`src/rtl/redmule_pkg.sv`:
```
// Shared constants, types and the strobe helper for the RedMulE Z output buffer.
package redmule_pkg;

    localparam int unsigned Z_ELEM_W    = 16;
    localparam int unsigned Z_N_ELEM    = 16;
    localparam int unsigned Z_DW        = 288;
    localparam int unsigned Z_BUF_DEPTH = 4;
    localparam int unsigned Z_TCNT_W    = 16;
    localparam int unsigned Z_COLS_W    = $clog2(Z_N_ELEM) + 1;

    typedef enum logic [1:0] {IDLE, RUN, DRAIN, DONE} z_buf_state_e;

    typedef struct packed {
        logic [Z_TCNT_W-1:0] n_tiles;
        logic [Z_COLS_W-1:0] cols_valid;
    } z_buf_cfg_t;

    // One strobe group per valid element; padding bytes above the row stay 0.
    function automatic logic [Z_DW/8-1:0] z_strb_from_cols(input logic [Z_COLS_W-1:0] cols);
        logic [Z_DW/8-1:0] strb;
        strb = '0;
        for (int unsigned k = 0; k < Z_N_ELEM; k++) begin
            if (k < 32'(cols)) begin
                strb[k*(Z_ELEM_W/8) +: Z_ELEM_W/8] = '1;
            end
        end
        return strb;
    endfunction

endpackage

```
`src/rtl/redmule_z_fifo.sv`:
```
// Small power-of-two FIFO with occupancy count; async reset, synchronous clear.
module redmule_z_fifo #(
    parameter int unsigned WIDTH = 8,
    parameter int unsigned DEPTH = 4
) (
    input  logic                    clk_i,
    input  logic                    rst_i,
    input  logic                    clear_i,
    input  logic                    push_i,
    input  logic [WIDTH-1:0]        wdata_i,
    input  logic                    pop_i,
    output logic [WIDTH-1:0]        rdata_o,
    output logic [$clog2(DEPTH):0]  count_o,
    output logic                    full_o,
    output logic                    empty_o
);

    localparam int unsigned PTR_W = $clog2(DEPTH);

    logic [WIDTH-1:0] mem_q [DEPTH];
    logic [PTR_W-1:0] wr_ptr_q, rd_ptr_q;
    logic [PTR_W:0]   count_q;
    logic             do_push, do_pop;

    assign full_o  = (count_q == (PTR_W+1)'(DEPTH));
    assign empty_o = (count_q == '0);
    assign count_o = count_q;
    assign do_push = push_i && !full_o;
    assign do_pop  = pop_i && !empty_o;
    // Gate the head so the output reads as zero while nothing is buffered.
    assign rdata_o = empty_o ? '0 : mem_q[rd_ptr_q];

    always_ff @(posedge clk_i or posedge rst_i) begin
        if (rst_i) begin
            wr_ptr_q <= '0;
            rd_ptr_q <= '0;
            count_q  <= '0;
        end else if (clear_i) begin
            wr_ptr_q <= '0;
            rd_ptr_q <= '0;
            count_q  <= '0;
        end else begin
            if (do_push) wr_ptr_q <= wr_ptr_q + 1'b1;
            if (do_pop)  rd_ptr_q <= rd_ptr_q + 1'b1;
            if (do_push && !do_pop) begin
                count_q <= count_q + 1'b1;
            end else if (!do_push && do_pop) begin
                count_q <= count_q - 1'b1;
            end
        end
    end

    always_ff @(posedge clk_i) begin
        if (do_push) mem_q[wr_ptr_q] <= wdata_i;
    end

endmodule

```
`src/rtl/redmule_z_buffer.sv`:
```
// Z output buffer: masks partial-tile columns, queues rows towards the stream
// sink and reports job completion once the final row has been handed off.
module redmule_z_buffer
    import redmule_pkg::*;
#(
    parameter int unsigned ELEM_W = Z_ELEM_W,
    parameter int unsigned N_ELEM = Z_N_ELEM,
    parameter int unsigned DW     = Z_DW,
    parameter int unsigned DEPTH  = Z_BUF_DEPTH,
    parameter int unsigned TCNT_W = Z_TCNT_W
) (
    input  logic                       clk_i,
    input  logic                       rst_i,
    input  logic                       clear_i,
    input  logic                       start_i,
    input  logic [TCNT_W-1:0]          n_tiles_i,
    input  logic [$clog2(N_ELEM):0]    cols_valid_i,
    input  logic                       eng_valid_i,
    output logic                       eng_ready_o,
    input  logic [N_ELEM*ELEM_W-1:0]   eng_data_i,
    input  logic                       eng_last_i,
    output logic                       z_valid_o,
    input  logic                       z_ready_i,
    output logic [DW-1:0]              z_data_o,
    output logic [DW/8-1:0]            z_strb_o,
    output logic                       busy_o,
    output logic                       done_o,
    output logic [TCNT_W-1:0]          tiles_done_o
);

    localparam int unsigned COLS_W  = $clog2(N_ELEM) + 1;
    localparam int unsigned ENTRY_W = DW + DW/8 + 1;

    z_buf_state_e          state_q, state_d;
    z_buf_cfg_t            cfg_q, cfg_d;
    logic [TCNT_W-1:0]     tiles_in_q, tiles_in_d;
    logic [TCNT_W-1:0]     tiles_done_q, tiles_done_d;
    logic [COLS_W-1:0]     cols_norm;
    logic                  push, pop, pop_last;
    logic                  fifo_full, fifo_empty;
    logic [$clog2(DEPTH):0] fifo_count;
    logic [DW-1:0]         row_masked;
    logic [DW/8-1:0]       row_strb;
    logic [ENTRY_W-1:0]    wr_entry, rd_entry;

    assign cols_norm = (cols_valid_i == '0 || cols_valid_i > COLS_W'(N_ELEM)) ?
                       COLS_W'(N_ELEM) : cols_valid_i;

    assign eng_ready_o = (state_q == RUN) && !fifo_full;
    assign push        = eng_valid_i && eng_ready_o;
    assign z_valid_o   = !fifo_empty;
    assign pop         = z_valid_o && z_ready_i;

    always_comb begin
        row_masked = '0;
        for (int unsigned k = 0; k < N_ELEM; k++) begin
            if (k < 32'(cfg_q.cols_valid)) begin
                row_masked[k*ELEM_W +: ELEM_W] = eng_data_i[k*ELEM_W +: ELEM_W];
            end
        end
    end

    assign row_strb = z_strb_from_cols(cfg_q.cols_valid);
    assign wr_entry = {eng_last_i, row_strb, row_masked};

    redmule_z_fifo #(
        .WIDTH (ENTRY_W),
        .DEPTH (DEPTH)
    ) u_fifo (
        .clk_i   (clk_i),
        .rst_i   (rst_i),
        .clear_i (clear_i),
        .push_i  (push),
        .wdata_i (wr_entry),
        .pop_i   (pop),
        .rdata_o (rd_entry),
        .count_o (fifo_count),
        .full_o  (fifo_full),
        .empty_o (fifo_empty)
    );

    assign z_data_o = rd_entry[DW-1:0];
    assign z_strb_o = rd_entry[DW +: DW/8];
    assign pop_last = rd_entry[ENTRY_W-1];

    always_comb begin
        state_d      = state_q;
        cfg_d        = cfg_q;
        tiles_in_d   = tiles_in_q;
        tiles_done_d = tiles_done_q;
        if (push && eng_last_i) tiles_in_d = tiles_in_q + 1'b1;
        if (pop && pop_last)    tiles_done_d = tiles_done_q + 1'b1;
        unique case (state_q)
            IDLE: begin
                if (start_i && n_tiles_i != '0) begin
                    state_d          = RUN;
                    cfg_d.n_tiles    = n_tiles_i;
                    cfg_d.cols_valid = cols_norm;
                    tiles_in_d       = '0;
                    tiles_done_d     = '0;
                end
            end
            RUN: begin
                if (push && eng_last_i && tiles_in_d == cfg_q.n_tiles) state_d = DRAIN;
            end
            DRAIN: begin
                if (fifo_count == '0) state_d = DONE;
            end
            DONE:    state_d = IDLE;
            default: state_d = IDLE;
        endcase
    end

    always_ff @(posedge clk_i or posedge rst_i) begin
        if (rst_i) begin
            state_q      <= IDLE;
            cfg_q        <= '0;
            tiles_in_q   <= '0;
            tiles_done_q <= '0;
        end else if (clear_i) begin
            state_q      <= IDLE;
            cfg_q        <= '0;
            tiles_in_q   <= '0;
            tiles_done_q <= '0;
        end else begin
            state_q      <= state_d;
            cfg_q        <= cfg_d;
            tiles_in_q   <= tiles_in_d;
            tiles_done_q <= tiles_done_d;
        end
    end

    assign busy_o       = (state_q != IDLE);
    assign done_o       = (state_q == DONE);
    assign tiles_done_o = tiles_done_q;

endmodule

```
`config.mk`:
```
export PLATFORM = sky130hd
export DESIGN_NAME = redmule_z_buffer
export DESIGN_NICKNAME = d
export VERILOG_FILES = /design/src/rtl/redmule_pkg.sv /design/src/rtl/redmule_z_fifo.sv /design/src/rtl/redmule_z_buffer.sv
export SDC_FILE = /design/constraint.sdc
export NUM_CORES = 1
export LEC_CHECK = 0
export ABC_CLOCK_PERIOD_IN_PS = 10800
export CORE_ASPECT_RATIO = 0.6
export CORE_MARGIN = 5
export CORE_UTILIZATION = 55
export CTS_CLUSTER_SIZE = 14
export DETAILED_ROUTE_END_ITERATION = 8
export PLACE_DENSITY = 0.86
export SYNTH_ARGS = -nofsm -noshare
export SYNTH_HDL_FRONTEND = slang
export SYNTH_SLANG_ARGS = --single-unit
export TNS_END_PERCENT = 30
```
`constraint.sdc`:
```
create_clock -name clk_i -period 10.8 [get_ports clk_i]
set_clock_uncertainty 0.15 [all_clocks]
set_input_delay 1.08 -clock clk_i [delete_from_list [all_inputs] [get_ports clk_i]]
set_output_delay 1.08 -clock clk_i [all_outputs]
set_load 0.005 [all_outputs]
```
After elaboration in Yosys (flattened, before gate mapping)
Memories as Yosys holds them, arrays and structs flattened. Index checks and enable logic that the tools add are counted.

Flip-flop bits (word level): 62. Memory bits (writable): 1156. Bits of input ports: 284. Output and inout bits: 344. Word-level logic and storage cells: 127. Memories kept: 1.

Memory list: u_fifo.mem_q (words 4, bits a word 289, rd ports 1, clocked after Yosys merged registers in 0, write ports 1, RTL line redmule_z_fifo.sv:20) `logic [WIDTH-1:0] mem_q [DEPTH];`.

Add/sub/neg operators: 6. $lt $le $gt $ge: 17. Eq/ne operators: 8. Multiplexer cells: 59. Reduce and logical (&&, ||, !) cells: 28.

Operator list (count): 2-to-1 mux 16 bit (24); 2-to-1 mux 325 bit (1); 2-to-1 mux 21 bit (3); 2-to-1 mux 2 bit (24); < comparator 4 x 5 -> 1 bit (first input constant) (8); adder 16 x 1 -> 16 bit (second input constant) (2); < comparator 3 x 5 -> 1 bit (first input constant) (4); == test 16 bit (1); nonzero test 16 bit (1); logical AND 1 bit (11); < comparator 1 x 5 -> 1 bit (first input constant) (2); < comparator 2 x 5 -> 1 bit (first input constant) (2); nonzero test 2 bit (5); 2-to-1 mux 3 bit (3); one-hot mux 2 bit (4 select lines) (1); inequality test 3 x 2 -> 1 bit (second input constant) (2); greater-than comparator 5 bit (second input constant) (1); logical NOT 5 bit (1); 2-to-1 mux 5 bit (1); adder 2 x 1 -> 2 bit (second input constant) (2); == test 2 bit (second input constant) (2); logical NOT 1 bit (4); adder 3 x 1 -> 3 bit (second input constant) (1); == test 3 bit (second input constant) (1); 10 further kinds (11).

Logic depth before layout (Yosys ltp)
Depth in word-level cells: 11. Gate-level depth with buffers: 11. Mapped depth without buffers: 10.

By module
From an unflattened synthesis, not the netlist that was laid out.

Cell total of the unflattened synthesis: 2749. Area, all modules: 54468.5 µm².

Modules (own cells, without submodules): redmule_z_fifo (times used 1, cells each 2123, area an instance 49506.2 µm², sequential area each 39212.6 µm²); redmule_z_buffer (times used 1, cells each 626, area an instance 4962.3 µm², sequential area each 1376.3 µm²).

Worst setup path after synthesis
No wires, ideal clock.

Path kind: input to register. Start point: input port eng_valid_i. End point: memory u_fifo.mem_q[0][0] (netlist name), enable pin. Setup time: 669 ps. Arrival: 7685 ps. Data required time: 9981 ps. Setup slack: 2297 ps. Stages on the path: 3. Path buffers: 1. Path through: and3_1 > clkbuf_1 > and2_1.

Longest elaborated chain between the ends: 4.

Ends and longest elaborated chain: start: declaration (RTL line redmule_z_buffer.sv:18) `input logic eng_valid_i,`; logical AND 1 bit (RTL line redmule_z_buffer.sv:50) `assign push = eng_valid_i && eng_ready_o;`; logical AND 1 bit (RTL line redmule_z_fifo.sv:28) `assign do_push = push_i && !full_o;`; 2-to-1 mux 1 bit (RTL line redmule_z_fifo.sv:54) `if (do_push) mem_q[wr_ptr_q] <= wdata_i;`; 2-to-1 mux 1 bit (implied by the code) (RTL line redmule_z_fifo.sv:54); end: declaration (RTL line redmule_z_fifo.sv:20).

Every way passes these cells.

Worst setup path in the final report
Start point: register u_fifo.rd_ptr_q[0]. End point: output port z_data_o[58].

Longest elaborated chain between the ends: 2.

Ends and longest elaborated chain: start: declaration (RTL line redmule_z_fifo.sv:21) `logic [PTR_W-1:0] wr_ptr_q, rd_ptr_q;`; start signal: assignment (RTL line redmule_z_fifo.sv:44) `if (do_pop) rd_ptr_q <= rd_ptr_q + 1'b1;`; memory (4 x 289 bit); 2-to-1 mux 325 bit (RTL line redmule_z_fifo.sv:31) `assign rdata_o = empty_o ? '0 : mem_q[rd_ptr_q];`; end: declaration (RTL line redmule_z_buffer.sv:24) `output logic [DW-1:0] z_data_o,`.

Every way passes these cells.

==> results.toml <==
[clock_tree]
cts_sinks = 1154
cts_tree = "done"
cts-buffers-inserted = 100
cts-htree-levels = 3
clk_pin_slew_ns = 0.07
post_cts_buffers = 0
clk_path_buf_depth = 3
cts_root_buf = "clkbuf_16"
clk_latency_ns = 0.70
cts_resized = 0
cts_hold_buf = 0

[placement]
dpl.hpwl_um = 67900
dp.cells = 4071
dpl-instance-area_mm2 = 0.0537
io_buffer_count = 591
pre_cts_slack_ns = 5.75
gp_congestion = 0.878

[route]
route.met3.wl_um = 9550
wl_per_cell_um = 26.5
drt.antenna.violating_nets = 0
initialDrtViolationCount = 2489
num_vias = 25162
wl_met1_um = 42400
drc = 0
top_layer = "met5"
dr.pass1.iters = 5
wl_met2_um = 57300
via_per_inst = 5.91
routed_wl_um = 113000

[sta]
relSlewSlack_pct = 12.0
setup-tns-final_ns = 0
min_period_over_period_pct = 52.7
holdWs_ns = 0.397
fin_crit_ns = 5.69
drv_slew = 0
worst_slew_pin_slew_ns = 1.32
hold_violations = 0
grt_setup_unrepaired = "no"
fmax_mhz = 176
setup_slack_ns = 5.11
setup_viol = 0

[die]
start_util_pct = 55.7
chipWidth_um = 386
chipHeight_um = 236
core_area_mm2 = 0.0839
pin_count = 628
die-area_mm2 = 0.0911
rows = 82

[pwr]
p_int_mw = 9.48
p_switching_mw = 3.80
seqPwrFrac_pct = 41.3
power.density_mw_per_mm2 = 234
p_total_mw = 13.3
ir_worst_vdd_mv = 0.179
p_clk_share_pct = 25.4
comb_power_share_pct = 33.4
swShare_pct = 28.6
p_leak_nw = 18.5

[cells_and_area]
finalNetCount = 3335
drive_gt1_share_pct = 14.6
areaGrowthSynthToFinish_pct = 21.3
fin_util_pct = 67.5
final_cell_count_no_fill = 4260
finalInstanceArea_mm2 = 0.0567

[logic_synthesis]
synthTopCellsByArea = "edfxtp_1 70%, mux4_2 13%, and2_1 5.9%"
synth_flop_cell = "edfxtp_1"
yosysWarnings = 0
yosysUniqueCellTypes = 59
ys_seq_elements = 1154
syn_avg_cell_area_um2 = 19.0
synth_top_area_cell = "edfxtp_1"
syn_inst = 2465
ys_seq_area_share_pct = 73.5
synth_edf_count = 1092
synth_top_cell_area_share_pct = 70.2
synth_area_mm2 = 0.0467
ys_async_sr_fraction_pct = 5.37

[worst_hold_path]
holdCritPathClass = "reg2reg"

[global_routing]
first_global_vias = 26551
antenna_found_initial = 21
grt-ovfl-total = 0
grt_max_degree = 147
grt_pass1_wl_um = 168000
grt_use_total_pct = 24.6

[critical_path]
cpPeakStageDelay_ns = 0.79
crit_fanout = 120
cp-end-kind = "primary output"
crit_type = "reg2out"
cp-start-kind = "register"
worstPathCellList = "buf_4 -> buf_12 -> mux4_2 -> and2_1 -> clkdlybuf4s50_1"
arrival_ns = 4.46
critical_path_required_ns = 9.57
cp_slowest_cell = "dfrtp_4"

[outcome]
outcome = "complete, no violations"

[job]
cap_violations = 0
==> per-layer routing <==
metal	up-vias	GRT usage (%)
li1	10584	-
met1	13119	32.6
met2	1229	40.3
met3	220	6.24
met4	10	8.47
met5	-	0
==> critical path: cells and delay by family, from the launching register on <==
| kind | cells | cell delay, ns |
|---|---|---|
| buffers and inverters | 3 | 1.79 |
| DFF | 1 | 0.79 |
| muxes | 1 | 0.64 |
| and+or+nand+nor | 1 | 0.21 |
==> power by group through the flow <==
stage,clock [mW],sequential (mW),combinational [mW]
floorplan,0,5.56,2.22
global placement,0,5.54,4.34
detailed placement,0,5.57,4.43
CTS,3.42,5.48,4.50
global route,3.62,5.50,4.72
finish,3.37,5.48,4.44
==> cell families after synthesis <==
kind of cell             count (synthesis)  share of synthesized area [%]
AO/OA/AOI/OAI                           55                          0.744
other                                    1                        0.00802
multiplexers                           277                           13.2
XOR/XNOR                                48                          0.990
adder cells (fa/ha/maj)                 12                          0.337
AND/OR/NAND/NOR                        719                           9.15
flip-flops                            1154                           73.5
buffers and inverters                  199                           2.05
==> cell usage in the layout, fill, tap and decap left out, types with 4 or more instances in the layout <==
master / count
nand2_1: 56
xor2_1: 21
nor3_1: 4
nand4_1: 8
buf_4: 22
edfxtp_1: 1092
nor2b_1: 98
conb_1: 36
diode_2: 16
and2_1: 436
dfrtp_1: 60
nor4_1: 5
and3_1: 16
clkbuf_16: 101
nand3b_1: 4
clkinv_2: 12
nand3_1: 10
clkbuf_1: 33
a21oi_2: 4
a21oi_1: 25
and2_4: 4
inv_1: 15
clkinv_1: 14
ha_1: 11
mux4_2: 273
buf_12: 7
o21ai_0: 5
xnor2_1: 24
nor2_1: 51
clkdlybuf4s50_1: 591
==> worst paths after layout <==
check / from / end / slack (ns) / depth (start not counted)
min in group asynchronous: rst_i / tiles_done_o[13] / 0.78 / 3
setup / recovery: u_fifo.rd_ptr_q[0] / z_data_o[58] / 5.11 / 5
hold reg to reg: cfg_q[15] / cfg_q[15] / 0.40 / 2
hold / removal: cfg_q[15] / cfg_q[15] / 0.40 / 2
max in group asynchronous: rst_i / u_fifo.rd_ptr_q[1] / 9.09 / 3
setup reg to reg: state_q[1] / u_fifo.mem_q[3][21] / 6.76 / 6
==> synth_stat cells, drive strengths merged (2+ instances only) <==
library cell / count
nand3b: 4
or4: 4
and3: 16
nand2b: 2
o31ai: 2
o21a: 3
nor4: 6
o21ai: 5
xnor2: 24
nor2: 51
a31oi: 2
inv: 16
or2: 3
or3: 4
a21o: 2
nand4: 8
a21oi: 30
nor3: 4
nor2b: 98
dfrtp: 62
clkbuf: 89
edfxtp: 1092
or3b: 3
nand3: 11
ha: 11
and2: 440
nand2: 57
xnor3: 2
mux2i: 3
xor2: 21
a32o: 2
buf: 94
and4: 5
mux4: 273
==> layout make-up <==
class / instances / area [um^2]
repair buffers: 620 / 6220
fillers: 5218 / 27200
multi-input cells: 1147 / 11600
inverters: 16 / 60.1
well taps: 1134 / 1420
diodes: 16 / 40.0
clock inverters: 36 / 289
clock buffers: 137 / 2690
flip-flops and latches: 1154 / 34400
==> sequential cells by signal, summed over array words and instances (netlist names) <==
signal and flops:
cfg_q 21, u_fifo.rd_ptr_q 2, tiles_done_o 16, tiles_in_q 16, u_fifo.mem_q 1092, state_q 2, u_fifo.count_o 3, u_fifo.wr_ptr_q 2
Power figures use the tool's default switching activity.
==> patch 1, RTL diff (same flow settings) <==
The package constant `Z_N_ELEM` goes from 16 to 8.
--- a/src/rtl/redmule_pkg.sv
+++ b/src/rtl/redmule_pkg.sv
@@ -3,5 +3,5 @@
 
     localparam int unsigned Z_ELEM_W    = 16;
-    localparam int unsigned Z_N_ELEM    = 16;
+    localparam int unsigned Z_N_ELEM    = 8;
     localparam int unsigned Z_DW        = 288;
     localparam int unsigned Z_BUF_DEPTH = 4;
Interface: changed (resized cols_valid_i and eng_data_i); port bits go from 628 to 499. No check against the original RTL was run, so the function may have changed too.
==> patch 1 against the original RTL <==
- fmax grew 5.1%
- cell area down 45%
- worst hold slack better by 3.9 ps
- routed wire length shrank 47%
- worst setup slack better by 270 ps
- total power fell by 50%
- sequential power decreased by 46%
- sequential cell count is 545 lower
- sequential share of layout area down 2.9 points
- critical path depth did not move
- area after synthesis shrank 44%
==> patch 1: results (changes against the original RTL) <==
Parameter                              Value

Final layout
  Final layout net count ... 2040 (was 3335)
  Largest regs ... u_fifo.mem_q (548), cfg_q (20) (was u_fifo.mem_q (1092), cfg_q (21))
  Share of final-layout standard cells stronger than drive strength 1 ... 12.9% (was 14.6%)

Route
  Length of routed met2 wiring ... 29.7 mm (was 57.3 mm)
  Total length of routed wires ... 60.1 mm (was 113 mm)
  Highest routing layer actually used ... met4 (was met5)
  1st-pass router iterations ... 6 (was 5)
  Detailed route wirelength on metal3 ... 4.39 mm (was 9.55 mm)
  Routed vias/inst ... 5.49 (was 5.91)
  Number of DRC markers in iteration 0 ... 1309 (was 2489)
  WL met1 ... 24.8 mm (was 42.4 mm)
  Count of antenna-violating nets left after detailed routing ... 0 (unchanged)

Synthesis
  Area contributors post-synth ... sky130_fd_sc_hd__edfxtp_1 (63%), sky130_fd_sc_hd__mux4_2 (12%), sky130_fd_sc_hd__dfrtp_1 (5.8%) (was sky130_fd_sc_hd__edfxtp_1 (70%), sky130_fd_sc_hd__mux4_2 (13%), sky130_fd_sc_hd__and2_1 (5.9%))
  Most used standard cells in the synthesized netlist ... sky130_fd_sc_hd__edfxtp_1 (548), sky130_fd_sc_hd__and2_1 (207), sky130_fd_sc_hd__buf_4 (188) (was sky130_fd_sc_hd__edfxtp_1 (1092), sky130_fd_sc_hd__and2_1 (440), sky130_fd_sc_hd__mux4_2 (273))
  Number of enable-type register cells in the synthesized netlist ... 548 (was 1092)
  Main synth FF type ... sky130_fd_sc_hd__edfxtp_1 (unchanged)
  Fraction of the yosys area taken by sequential cells ... 68.3% (was 73.5%)
  Post-synth ARST share ... 10.0% (was 5.37%)
  Count of unique library cells instantiated by Yosys ... 51 (was 59)

Clock tree
  Skew-Pair Late Insertion Delay ... 570 ps (was 700 ps)
  Clock-pin slew reported for the worst setup and hold paths after clock tree synthesis ... 70 ps (about the same)
  Number of H-tree levels ... 2 (was 3)
  CTS Buf Count ... 55 (was 100)
  Post-CTS setup buffers ... 0 (unchanged)

Place
  Count of buffers inserted at the top-level ports ... 318 (was 591)
  Final HPWL DP ... 37.6 mm (was 67.9 mm)
  Placer's final routability congestion estimate ... 0.846 (was 0.878)

Run status
  Result of the run ... complete, no violations (unchanged)

GRT
  Total GRT Usage ... 22.4% (was 24.6%)
  Largest net degree at the start of global routing ... 95 (was 147)
  Number of global-route vias before repair ... 14900 (was 26600)
  Number of antenna violations at the first check in global routing ... 2 (was 21)
  Wire length of the first global-routing pass ... 91.1 mm (was 168 mm)

Power and ir drop
  Switching Power ... 1.81 mW (was 3.80 mW)
  Maximum resistive drop on vdd ... 0.000134 V (was 0.000179 V)
  Reported leakage power ... 10.7 nW (was 18.5 nW)

Worst setup path
  Critical-path maximum fanout ... 37 (was 120)
  Arrival time at the worst endpoint ... 4190 ps (was 4460 ps)

Timing
  Number of slew-limit violations in the final report ... 0 (unchanged)
  Max-slew headroom ... 22.6% (was 12.0%)
-- patch 1: cell count changes after synthesis, sizes merged, moves of 5 or more --
cell	change
edfxtp	-544
clkbuf	-36
nor2	+22
xor2	+5
nor2b	-32
nand2	-38
buf	+115
and2	-233
mux4	-136
and3	-6
a21oi	-21
mux2i	+19
-- patch 1: power by group through the flow --
stage | sequential, mW | combinational (mW) | clock [mW]
3_3_place_gp | 2.98 | 1.83 | 0
5_1_grt | 2.96 | 2.00 | 2.02
4_1_cts | 2.95 | 1.88 | 1.91
6_report | 2.94 | 1.86 | 1.88
2_1_floorplan | 2.93 | 1.12 | 0
3_5_place_dp | 2.99 | 1.86 | 0
-- patch 1: final timing paths --
check / startpoint / depth (start not counted) / endpoint / slack, ps
setup / recovery: u_fifo.rd_ptr_q[0] / 5 / z_data_o[89] / 5380
hold / removal: tiles_done_o[15] / 2 / tiles_done_o[15] / 400
setup reg to reg: state_q[1] / 6 / u_fifo.mem_q[0][21] / 7010
hold reg to reg: tiles_done_o[15] / 2 / tiles_done_o[15] / 400
max in group asynchronous: rst_i / 3 / u_fifo.rd_ptr_q[1] / 8900
min in group asynchronous: rst_i / 3 / state_q[1] / 960
-- patch 1: kinds of logic after synthesis --
kind of cell             synth area share (%)
AO/OA/AOI/OAI                           0.699
XOR/XNOR                                 1.56
adder cells (fa/ha/maj)                 0.551
buffers and inverters                    6.67
flip-flops                               68.3
multiplexers                             12.6
other                                  0.0142
AND/OR/NAND/NOR                          9.55
-- patch 1: routing by layer --
| metal | up-vias | GRT usage [%] |
|---|---|---|
| li1 | 6065 | - |
| met1 | 7329 | 31.7 |
| met2 | 558 | 36.4 |
| met3 | 97 | 4.98 |
| met4 | 0 | 4.69 |
| met5 | - | 0 |
-- patch 1: final cells by class --
type	count	area, µm²
clock buffers	74	1470
inverters	14	52.6
diodes	1	2.50
well taps	640	801
multi-input cells	859	7290
flip-flops and latches	609	18000
repair buffers	335	3310
fillers	3182	16400
clock inverters	26	243
-- patch 1: through the flow --
step / area (µm²) / setup slack (ps) / hold slack (ps) / cells
finish: 31200 / 5380 / 401 / 2558
global route: 31200 / 4940 / 419 / 2558
CTS: 31200 / 5190 / 401 / 2557
detailed placement: 29400 / 5830 / 385 / 2457
global placement: 29400 / 5850 / 377 / 2457
floorplan: 27000 / 5590 / 349 / 1745
-- patch 1: critical path, cell delays in order (launching register included) --
cell,delay [ps]
sky130_fd_sc_hd__dfrtp_4,840
sky130_fd_sc_hd__buf_4,700
sky130_fd_sc_hd__buf_4,740
sky130_fd_sc_hd__mux4_2,640
sky130_fd_sc_hd__and2_1,210
sky130_fd_sc_hd__clkdlybuf4s50_1,450
==> patch 2, RTL diff (same flow settings) <==
Made on the original files. Make the reset (`rst_i`) synchronous in 2 clocked blocks. Comments in the files are not updated.
--- a/src/rtl/redmule_z_fifo.sv
+++ b/src/rtl/redmule_z_fifo.sv
@@ -31,5 +31,5 @@
     assign rdata_o = empty_o ? '0 : mem_q[rd_ptr_q];
 
-    always_ff @(posedge clk_i or posedge rst_i) begin
+    always_ff @(posedge clk_i) begin
         if (rst_i) begin
             wr_ptr_q <= '0;
--- a/src/rtl/redmule_z_buffer.sv
+++ b/src/rtl/redmule_z_buffer.sv
@@ -112,5 +112,5 @@
     end
 
-    always_ff @(posedge clk_i or posedge rst_i) begin
+    always_ff @(posedge clk_i) begin
         if (rst_i) begin
             state_q      <= IDLE;
Behaviour: differs if rst_i is asserted again (counterexample within 4 cycles, from zero or initial values and one cycle with rst_i high); with rst_i held inactive, the same outputs for 4 cycles.
==> patch 2 against the original RTL <==
- first-iteration DRC count increased by 19%
- cell area decreased by 0.16%
- worst setup slack got worse by 80 ps
- area after synthesis decreased by 0.56%
- critical path depth unchanged
- largest cell class unchanged
- routed wire length increased by 0.52%
- sequential cell count increased by 2
- critical endpoint is now z_data_o[76]
Power is not compared: it rests on default switching activity, and its combinational part moved more than twofold at a synthesized area within 25%.
==> patch 2: results (changes against the original RTL) <==
Parameter                              Value

Run status
  Result of the run ... complete, no violations (unchanged)

Place
  Dpl cell area ... 0.0534 mm² (was 0.0537 mm²)
  Final HPWL DP ... 69.4 mm (was 67.9 mm)
  Placer's final routability congestion estimate ... 0.822 (was 0.878)
  Pre-CTS setup slack ... 5770 ps (was 5750 ps)

Clock tree
  Skew-Pair Late Insertion Delay ... 680 ps (was 700 ps)
  CTS Buf Count ... 102 (was 100)
  Clock-pin slew reported for the worst setup and hold paths after clock tree synthesis ... 60 ps

Timing
  Min Tclk post-route ... 5770 ps (was 5690 ps)
  Max-slew headroom ... 17.6% (was 12.0%)

Final layout
  Share of final-layout standard cells stronger than drive strength 1 ... 15.0% (was 14.6%)
  Number of non-filler instances in the completed layout ... 4252 (was 4260)
  Final layout net count ... 3327 (was 3335)

Worst setup path
  Critical-path maximum fanout ... 68 (was 120)
  CP max stage cell ... sky130_fd_sc_hd__dfxtp_4 (was sky130_fd_sc_hd__dfrtp_4)
  Flop2flop setup slack ... 6630 ps (was 6760 ps)
  Crit path capture ... z_data_o[76] (was z_data_o[58])
  Arrival time at the worst endpoint ... 4540 ps (was 4460 ps)
  Peak per-stage delay on the critical path ... 1030 ps (was 790 ps)
  Depth of the worst register-to-register path ... 7 (was 6)
  Source of the worst register-to-register timing path ... state_q[1] (unchanged)
  Worst r2r dst ... u_fifo.mem_q[2][76] (was u_fifo.mem_q[3][21])

Synthesis
  Fraction of the yosys area taken by sequential cells ... 73.3% (was 73.5%)
  Post-synth ARST share ... 0% (was 5.37%)
  Area contributors post-synth ... sky130_fd_sc_hd__edfxtp_1 (71%), sky130_fd_sc_hd__mux4_2 (13%), sky130_fd_sc_hd__and2_1 (5.0%) (was sky130_fd_sc_hd__edfxtp_1 (70%), sky130_fd_sc_hd__mux4_2 (13%), sky130_fd_sc_hd__and2_1 (5.9%))
  Cells after Synth ... 2449 (was 2465)
  Most used standard cells in the synthesized netlist ... sky130_fd_sc_hd__edfxtp_1 (1092), sky130_fd_sc_hd__and2_1 (372), sky130_fd_sc_hd__mux4_2 (273) (was sky130_fd_sc_hd__edfxtp_1 (1092), sky130_fd_sc_hd__and2_1 (440), sky130_fd_sc_hd__mux4_2 (273))
  Count of unique library cells instantiated by Yosys ... 49 (was 59)

GRT
  Number of antenna violations at the first check in global routing ... 15 (was 21)
  Number of global-route vias before repair ... 25900 (was 26600)
  Wire length of the first global-routing pass ... 167 mm (was 168 mm)
  Largest net degree at the start of global routing ... 152 (was 147)

Route
  Number of DRC markers in iteration 0 ... 2956 (was 2489)
  Routed vias/inst ... 5.91 (about the same)
  Total length of routed wires ... 114 mm (was 113 mm)
patch 2: routing by layer:
| layer | global-route usage (%) | up-vias | part of all wire [%] |
|---|---|---|---|
| met3 | 5.09 | 182 | 8.6 |
| met4 | 7.40 | 8 | 2.6 |
| met2 | 40.1 | 1299 | 50 |
| li1 | - | 10500 | - |
| met5 | 0 | - | 0.048 |
| met1 | 34.1 | 13100 | 38 |
patch 2: report_power, final:
group | internal (mW) | switching, mW
combinational | 0.332 | 0.281
sequential | 4.91 | 0.0147
clock | 1.88 | 1.60
patch 2: cells by family (layout without fill, tap and decap cells):
group | count (synthesis) | count (layout) | share of synthesized area [%]
adder cells (fa/ha/maj) | 14 | 14 | 0.393
other | 1 | 47 | 0.00807
buffers and inverters | 203 | 826 | 2.07
flip-flops | 1156 | 1156 | 73.3
AND/OR/NAND/NOR | 695 | 695 | 8.98
AO/OA/AOI/OAI | 36 | 36 | 0.468
multiplexers | 294 | 294 | 13.7
XOR/XNOR | 50 | 50 | 1.10
patch 2: how the worst min path moves through the flow:
stage                            startpoint  slack, ps                end  cells after the start
after floorplan           u_fifo.count_o[2]        310  u_fifo.count_o[2]                      2
after detailed placement          cfg_q[19]        350          cfg_q[19]                      2
after global routing              cfg_q[18]        390          cfg_q[18]                      2
final                             cfg_q[19]        360          cfg_q[19]                      2
after global placement    u_fifo.count_o[2]        320  u_fifo.count_o[2]                      2
after CTS                         cfg_q[18]        360          cfg_q[18]                      2
patch 2: cell type report:
class / count / area, µm²
Antenna cell: 11 / 27.5
Clock buffer: 138 / 2720
Clock inverter: 44 / 412
Fill cell: 5125 / 27000
Inverter: 22 / 82.6
Multi-Input combinational cell: 1125 / 11600
Sequential cell: 1156 / 34100
Tap cell: 1134 / 1420
Timing Repair Buffer: 622 / 6220
patch 2: worst reg2reg max path, stage by stage, from the launching register on:
cell and delay [ps]:
sky130_fd_sc_hd__dfxtp_1 350, sky130_fd_sc_hd__inv_1 140, sky130_fd_sc_hd__ha_1 320, sky130_fd_sc_hd__nand2_1 120
sky130_fd_sc_hd__nor2_1 420, sky130_fd_sc_hd__and2_4 800, sky130_fd_sc_hd__buf_4 730, sky130_fd_sc_hd__buf_4 720
